==> config.mk <==
export PLATFORM = sky130hd
export DESIGN_NAME = burst_len_rx
export DESIGN_NICKNAME = d
export VERILOG_FILES = /design/src/rtl/burst_len_rx.sv
export SDC_FILE = /design/constraint.sdc
export NUM_CORES = 1
export LEC_CHECK = 0
export ABC_AREA = 1
export CELL_PAD_IN_SITES_DETAIL_PLACEMENT = 0
export CELL_PAD_IN_SITES_GLOBAL_PLACEMENT = 1
export CORE_MARGIN = 2
export CORE_UTILIZATION = 49
export CTS_BUF_LIST = sky130_fd_sc_hd__clkbuf_4 sky130_fd_sc_hd__clkbuf_8 sky130_fd_sc_hd__clkbuf_16
export CTS_CLUSTER_DIAMETER = 80
export DETAILED_ROUTE_END_ITERATION = 8
export DONT_BUFFER_PORTS = 1
export HOLD_SLACK_MARGIN = 0.03
export PLACE_DENSITY_LB_ADDON = 0.1
export SLEW_MARGIN = 30
export SYNTH_ARGS = -nofsm -noshare
export SYNTH_HDL_FRONTEND = slang
export SYNTH_SLANG_ARGS = --single-unit
==> constraint.sdc <==
create_clock -name clk -period 2.1 [get_ports clk]
set_clock_uncertainty 0.15 [all_clocks]
set_input_delay 0.42 -clock clk [delete_from_list [all_inputs] [get_ports clk]]
set_output_delay 0.42 -clock clk [all_outputs]
set_load 0.01 [all_outputs]
==> src/rtl/burst_len_rx.sv <==
// Beat/end-marker pulse receiver: counts `s` beats per burst and, on `g`,
// presents the saturated burst length on a one-deep valid/ready result register.
module burst_len_rx #(
  parameter int CW = 8
) (
  input  logic          clk,
  input  logic          rst_n,
  input  logic          s,
  input  logic          g,
  input  logic          len_rdy,
  input  logic          clr,
  output logic          busy,
  output logic          len_vld,
  output logic [CW-1:0] len,
  output logic          len_ovf,
  output logic          err,
  output logic          drop
);

  typedef enum logic {IDLE, ACC} state_t;

  localparam logic [CW-1:0] CNT_MAX = {CW{1'b1}};

  state_t        state, state_n;
  logic [CW-1:0] cnt, cnt_n;
  logic          ovf, ovf_n;
  logic          busy_n, len_vld_n, len_ovf_n, err_n, drop_n;
  logic [CW-1:0] len_n;

  // Count and overflow as they stand once this cycle's beat is included.
  logic [CW-1:0] beat_cnt;
  logic          beat_ovf;
  logic          drop_set;

  always_comb begin
    // NOTE: every combinational output gets a default first so no path
    // leaves it unassigned, which would otherwise infer a latch.
    state_n   = state;
    cnt_n     = cnt;
    ovf_n     = ovf;
    len_vld_n = len_vld;
    len_n     = len;
    len_ovf_n = len_ovf;
    drop_set  = 1'b0;
    beat_cnt  = cnt;
    beat_ovf  = ovf;

    if (s) begin
      beat_cnt = (cnt == CNT_MAX) ? CNT_MAX : cnt + CW'(1);
      beat_ovf = ovf | (cnt == CNT_MAX);
    end

    // `cnt`/`ovf` are always zero in IDLE, so the same arithmetic covers
    // both states; `g` closes the burst (including a coincident beat).
    if (g) begin
      state_n = IDLE;
      cnt_n   = '0;
      ovf_n   = 1'b0;
    end else if (s) begin
      state_n = ACC;
      cnt_n   = beat_cnt;
      ovf_n   = beat_ovf;
    end

    // Result register: a completion into a full, unconsumed slot is lost.
    if (g) begin
      if (len_vld && !len_rdy) begin
        drop_set = 1'b1;
      end else begin
        len_vld_n = 1'b1;
        len_n     = beat_cnt;
        len_ovf_n = beat_ovf;
      end
    end else if (len_vld && len_rdy) begin
      len_vld_n = 1'b0;
    end

    busy_n = (state_n == ACC);
    err_n  = s & g;
    drop_n = drop_set | (drop & ~clr);
  end

  always_ff @(posedge clk or negedge rst_n) begin
    if (!rst_n) begin
      state   <= IDLE;
      cnt     <= '0;
      ovf     <= 1'b0;
      busy    <= 1'b0;
      len_vld <= 1'b0;
      len     <= '0;
      len_ovf <= 1'b0;
      err     <= 1'b0;
      drop    <= 1'b0;
    end else begin
      // NOTE: non-blocking assignments so every register samples the
      // pre-edge values regardless of statement order.
      state   <= state_n;
      cnt     <= cnt_n;
      ovf     <= ovf_n;
      busy    <= busy_n;
      len_vld <= len_vld_n;
      len     <= len_n;
      len_ovf <= len_ovf_n;
      err     <= err_n;
      drop    <= drop_n;
    end
  end

endmodule

* Yosys cells after proc, flatten, opt, wreduce, memory -nomap -nowiden
Cells that the tools add are included.
** Storage, ports and cells
- Flip-flop bits (word level) :: 22
- Output and inout bits :: 13
** Cells by class
- $add $sub $neg :: 1
- Eq/ne operators :: 2
- Mux-type cells :: 14
- Bitwise logic cells :: 6
- Reductions and logical operators :: 7
** Operator list (number)
- 8-bit 2-to-1 mux :: 4
- 1-bit 2-to-1 mux :: 10
- 8-bit by 1-bit adder with 8-bit output, second input constant :: 1
- 8-bit equality test, second input constant :: 1
- 2-bit AND reduction :: 2
- 2-bit nonzero test :: 2
- 1-bit bitwise AND :: 2
- 1-bit logical AND :: 2
- 2-bit != test, second input constant :: 1
- 1-bit NOT :: 2
- 1-bit OR :: 2
- 1-bit logical NOT :: 1

* Logic depth before layout (Yosys ltp)
- Depth after elaboration :: 5
- Depth in mapped cells :: 8
- Gate-level depth less buffers :: 7

* Worst setup path after synthesis
Ideal clock, no wire load.
- Path type :: reg2reg
- Start :: register cnt[0]
- End :: register len[1]
- Library setup time :: 116 ps
- Arrival :: 1083 ps
- Data required time :: 1834 ps
- Path slack :: 750 ps
- Cell stages (with the launch flop) :: 9
- Period minus slack after synthesis :: 1350 ps
- Path through :: dfrtp_1 > ha_1 > nand2_4 > nor2_4 > nand3_4 > buf_6 > nand2_1 > nand2_1 > nand2_1
** On the way
- Cells in the longest elaborated chain, start to end :: 3
** Ends and longest elaborated chain
- start: declaration :: RTL line 25 : logic [CW-1:0] cnt, cnt_n;
- start signal: assignment :: RTL line 98 : cnt <= cnt_n;
- 8-bit by 1-bit adder with 8-bit output or 8-bit equality test (tied branches) :: RTL line 49 : beat_cnt = (cnt == CNT_MAX) ? CNT_MAX : cnt + CW'(1);
- 8-bit 2-to-1 mux (*) :: RTL line 49
- 8-bit 2-to-1 mux (*) :: RTL line 48 : if (s) begin
- end signal: assignment :: RTL line 102 : len <= len_n;
- end: declaration :: RTL line 14 : output logic [CW-1:0] len,
Mark *: on every way between the ends. The rest lies on a longest branch, timed or not.
A chain may end at the register's enable or synchronous reset.

* Worst setup path after layout
- Start :: register cnt[0]
- End :: register len[5]
Same word-level chain as after synthesis.

==> results.tsv <==
metric	value	unit
status	finished, final reports clean	
hold_buffers	2	
synthArstFlopShare	100.0	%
die_y	50.32	um
maxCapViolations	0	
rsz0062_at_grt	false	
endpoint_kind	register	
path_class	reg -> reg	
rows	16	
syn_inst	115	
crit_slowest_cell	dfrtp_1	
viasPerCell	4.965	
drtIter0Drc	13	
cp_top_family	simple AND/OR/NAND/NOR gates	
cp_num_buf_inv	0	
timing.rr.end	len[5]$_DFFE_PN0P_	
die_area	2532	um^2
critical_path_arrival	1.62	ns
min_period_over_period	73.04	%
dp_cells	138	
avgRoutedWirePerCell	12.60	um
drive_above_1_share	11.97	%
syn_to_final_growth	3.810	%
setup_viol	0	
n_fill_cell	197	
synth_area_per_cell	9.139	um^2
tightest_slew	0.4691	ns
grt_max_degree	23	
clock-root-buffer	clkbuf_4	
fin_crit	1.534	ns
grt_use_total	17.31	%
place_congestion	0.7173	
io_buffers	0	
min_path_type	in -> reg	
coreArea	2002	um^2
yosys_warnings	0	
finalNetCount	126	
antenna_found_initial	0	
syn-num-nets	122	
crit_top_cell	nand2_1	
initial_utilization	52.50	%
ys_ff_latch	22	
reg2regPathDepth	7	
path_clk_slew	0.11	ns
clk_latency	0.29	ns
clockBufferDepth	2	
drt_first_pass_iters	4	
netlist.area_leader.share	52.38	%
worstPathCellList	ha_1, nand2_4, nor2_4, nand3_4, nand3_1, nand2_1, nand2_1	
drv_slew	0	
yosysSeqAreaShare	52.38	%
dpl_cell_area	1044	um^2
cp.depth	7	
tns	0	ns
rrSetupSlack	0.57	ns
postCtsSetupBuffers	0	
critPathCapture	len[5]$_DFFE_PN0P_	
powerDensity	651.1	nW/um^2
cts_sinks	22	
grt.overflow.total	0	
synth_edf_count	0	
reg2reg_from	cnt[0]$_DFFE_PN0P_	
io_pins	19	
layout_setup_ws	0.5662	ns
synth_area	1051	um^2
max_stage_delay	0.41	ns
cts_resized	0	
worstPathMaxFanout	13	
startpoint	cnt[0]$_DFFE_PN0P_	
synthTopCellsByCount	nand2_1, dfrtp_1, inv_1, nand3_1, nor2_1	
cts_tree	yes	
synth_cell_types	24	
grt_pass1_wl	3.298	mm
min-delay-start	s	
vias	715	
fin_area	1091	um^2
yosysMostFrequentCell	nand2_1	
max_freq	0.6520	GHz
ir_drop	372.5	uV
whs	0.06456	ns
yosysTopAreaCell	dfrtp_1	
synth.top_cells.by_area	dfrtp_1, nand2_1, inv_1	
p_leak	0.5514	nW
antenna_cells	0	
place_ws	0.5811	ns
critPathLaunchType	register	
dp_hpwl	1.368	mm
die_x	50.32	um
synth-main-ff-cell	dfrtp_1	
cts_buffers	3	
htreeDepth	1	
finalNonFillerCells	144	
grt_pass1_vias	703	
hold_viol_final	0	
crit_required	2.19	ns
drt_wl_total	1.815	mm
drc	0	
ant_nets	0	
slew_headroom	68.73	%
[worst register-to-register path: cells and delay by family (launching register included)]
family,cells,cell delay (ns)
simple gates,6,0.68
flops,1,0.41
fa+ha+maj,1,0.24
[cells in the final DEF (no fill, tap or decap)]
master         count
nand3_4            1
o22ai_1            1
dlygate4sd3_1      2
inv_1             13
a31oi_1            1
buf_2              1
nor2_1             6
nor2_4             2
nand2_4            1
dfrtp_1           22
nand3b_1           1
a21oi_4            1
a31oi_2            2
nor2_2             1
a21oi_1            5
nand2_1           38
clkbuf_4           3
mux2i_1            1
o21bai_1           1
xnor2_1            1
nand3_1            8
o21ai_0            2
inv_4              1
nand2_2            1
ha_1               1
[worst min path at each step]
stage                     slack [ns]  depth (start not counted)                  to
after detailed placement       -0.03                          0     ovf$_DFFE_PN0P_
after global placement         -0.03                          0     ovf$_DFFE_PN0P_
final                           0.06                          2       err$_DFF_PN0_
after floorplan                -0.03                          0  cnt[0]$_DFFE_PN0P_
after global routing            0.05                          2       err$_DFF_PN0_
after CTS                       0.05                          2       err$_DFF_PN0_
[logic make-up (layout without fill, tap and decap cells)]
group                      count (synthesis)  after routing  synth area share [%]
AOI/OAI and AO/OA                         13             13                 9.167
xor gates and xnor gates                   1              1                0.8335
adders and majority gates                  1              1                 1.190
buffers and inverters                     18             20                 9.167
DFF                                       22             22                 52.38
muxes                                      1              1                0.9524
and+or+nand+nor                           59             59                 26.31
[routing by layer]
| layer | global-route usage, % | wire [um] | up-vias | part of all wire (%) |
|---|---|---|---|---|
| li1 | - | - | 369 | - |
| met1 | 24.12 | 884 | 331 | 49 |
| met2 | 26.10 | 830 | 15 | 46 |
| met3 | 5.060 | 99 | 0 | 5.5 |
| met4 | 5.405 | 0 | 0 | 0 |
| met5 | 0 | 0 | - | 0 |
[state kept, by name, summed over array words and instances, names as in the netlist]
name     flops
len          8
len_ovf      1
err          1
drop         1
len_vld      1
state        1
cnt          8
ovf          1
[cell type report]
class                      instances  area (um^2)  area share, %
multi-input combinational         75        404.1          37.04
clock buffer                       3        22.52          2.064
inverter                          14        55.05          5.046
timing repair buffer               3        25.02          2.294
tap                               27        33.78          3.096
sequential                        22        550.5          50.46
[metrics by stage]
stage          total power, mW  utilization [%]
2_1_floorplan           0.5258                -
4_1_cts                 0.7216            54.25
3_3_place_gp            0.5256            52.13
3_5_place_dp            0.5290            52.13
6_report                0.7104            54.50
5_1_grt                 0.7553            54.50
[report_power, final]
| part | internal [mW] | switching [mW] |
|---|---|---|
| Sequential | 0.445 | 0.0249 |
| Combinational | 0.0236 | 0.0393 |
| Clock | 0.0667 | 0.111 |
No activity file was read; power rests on OpenSTA's default activity.
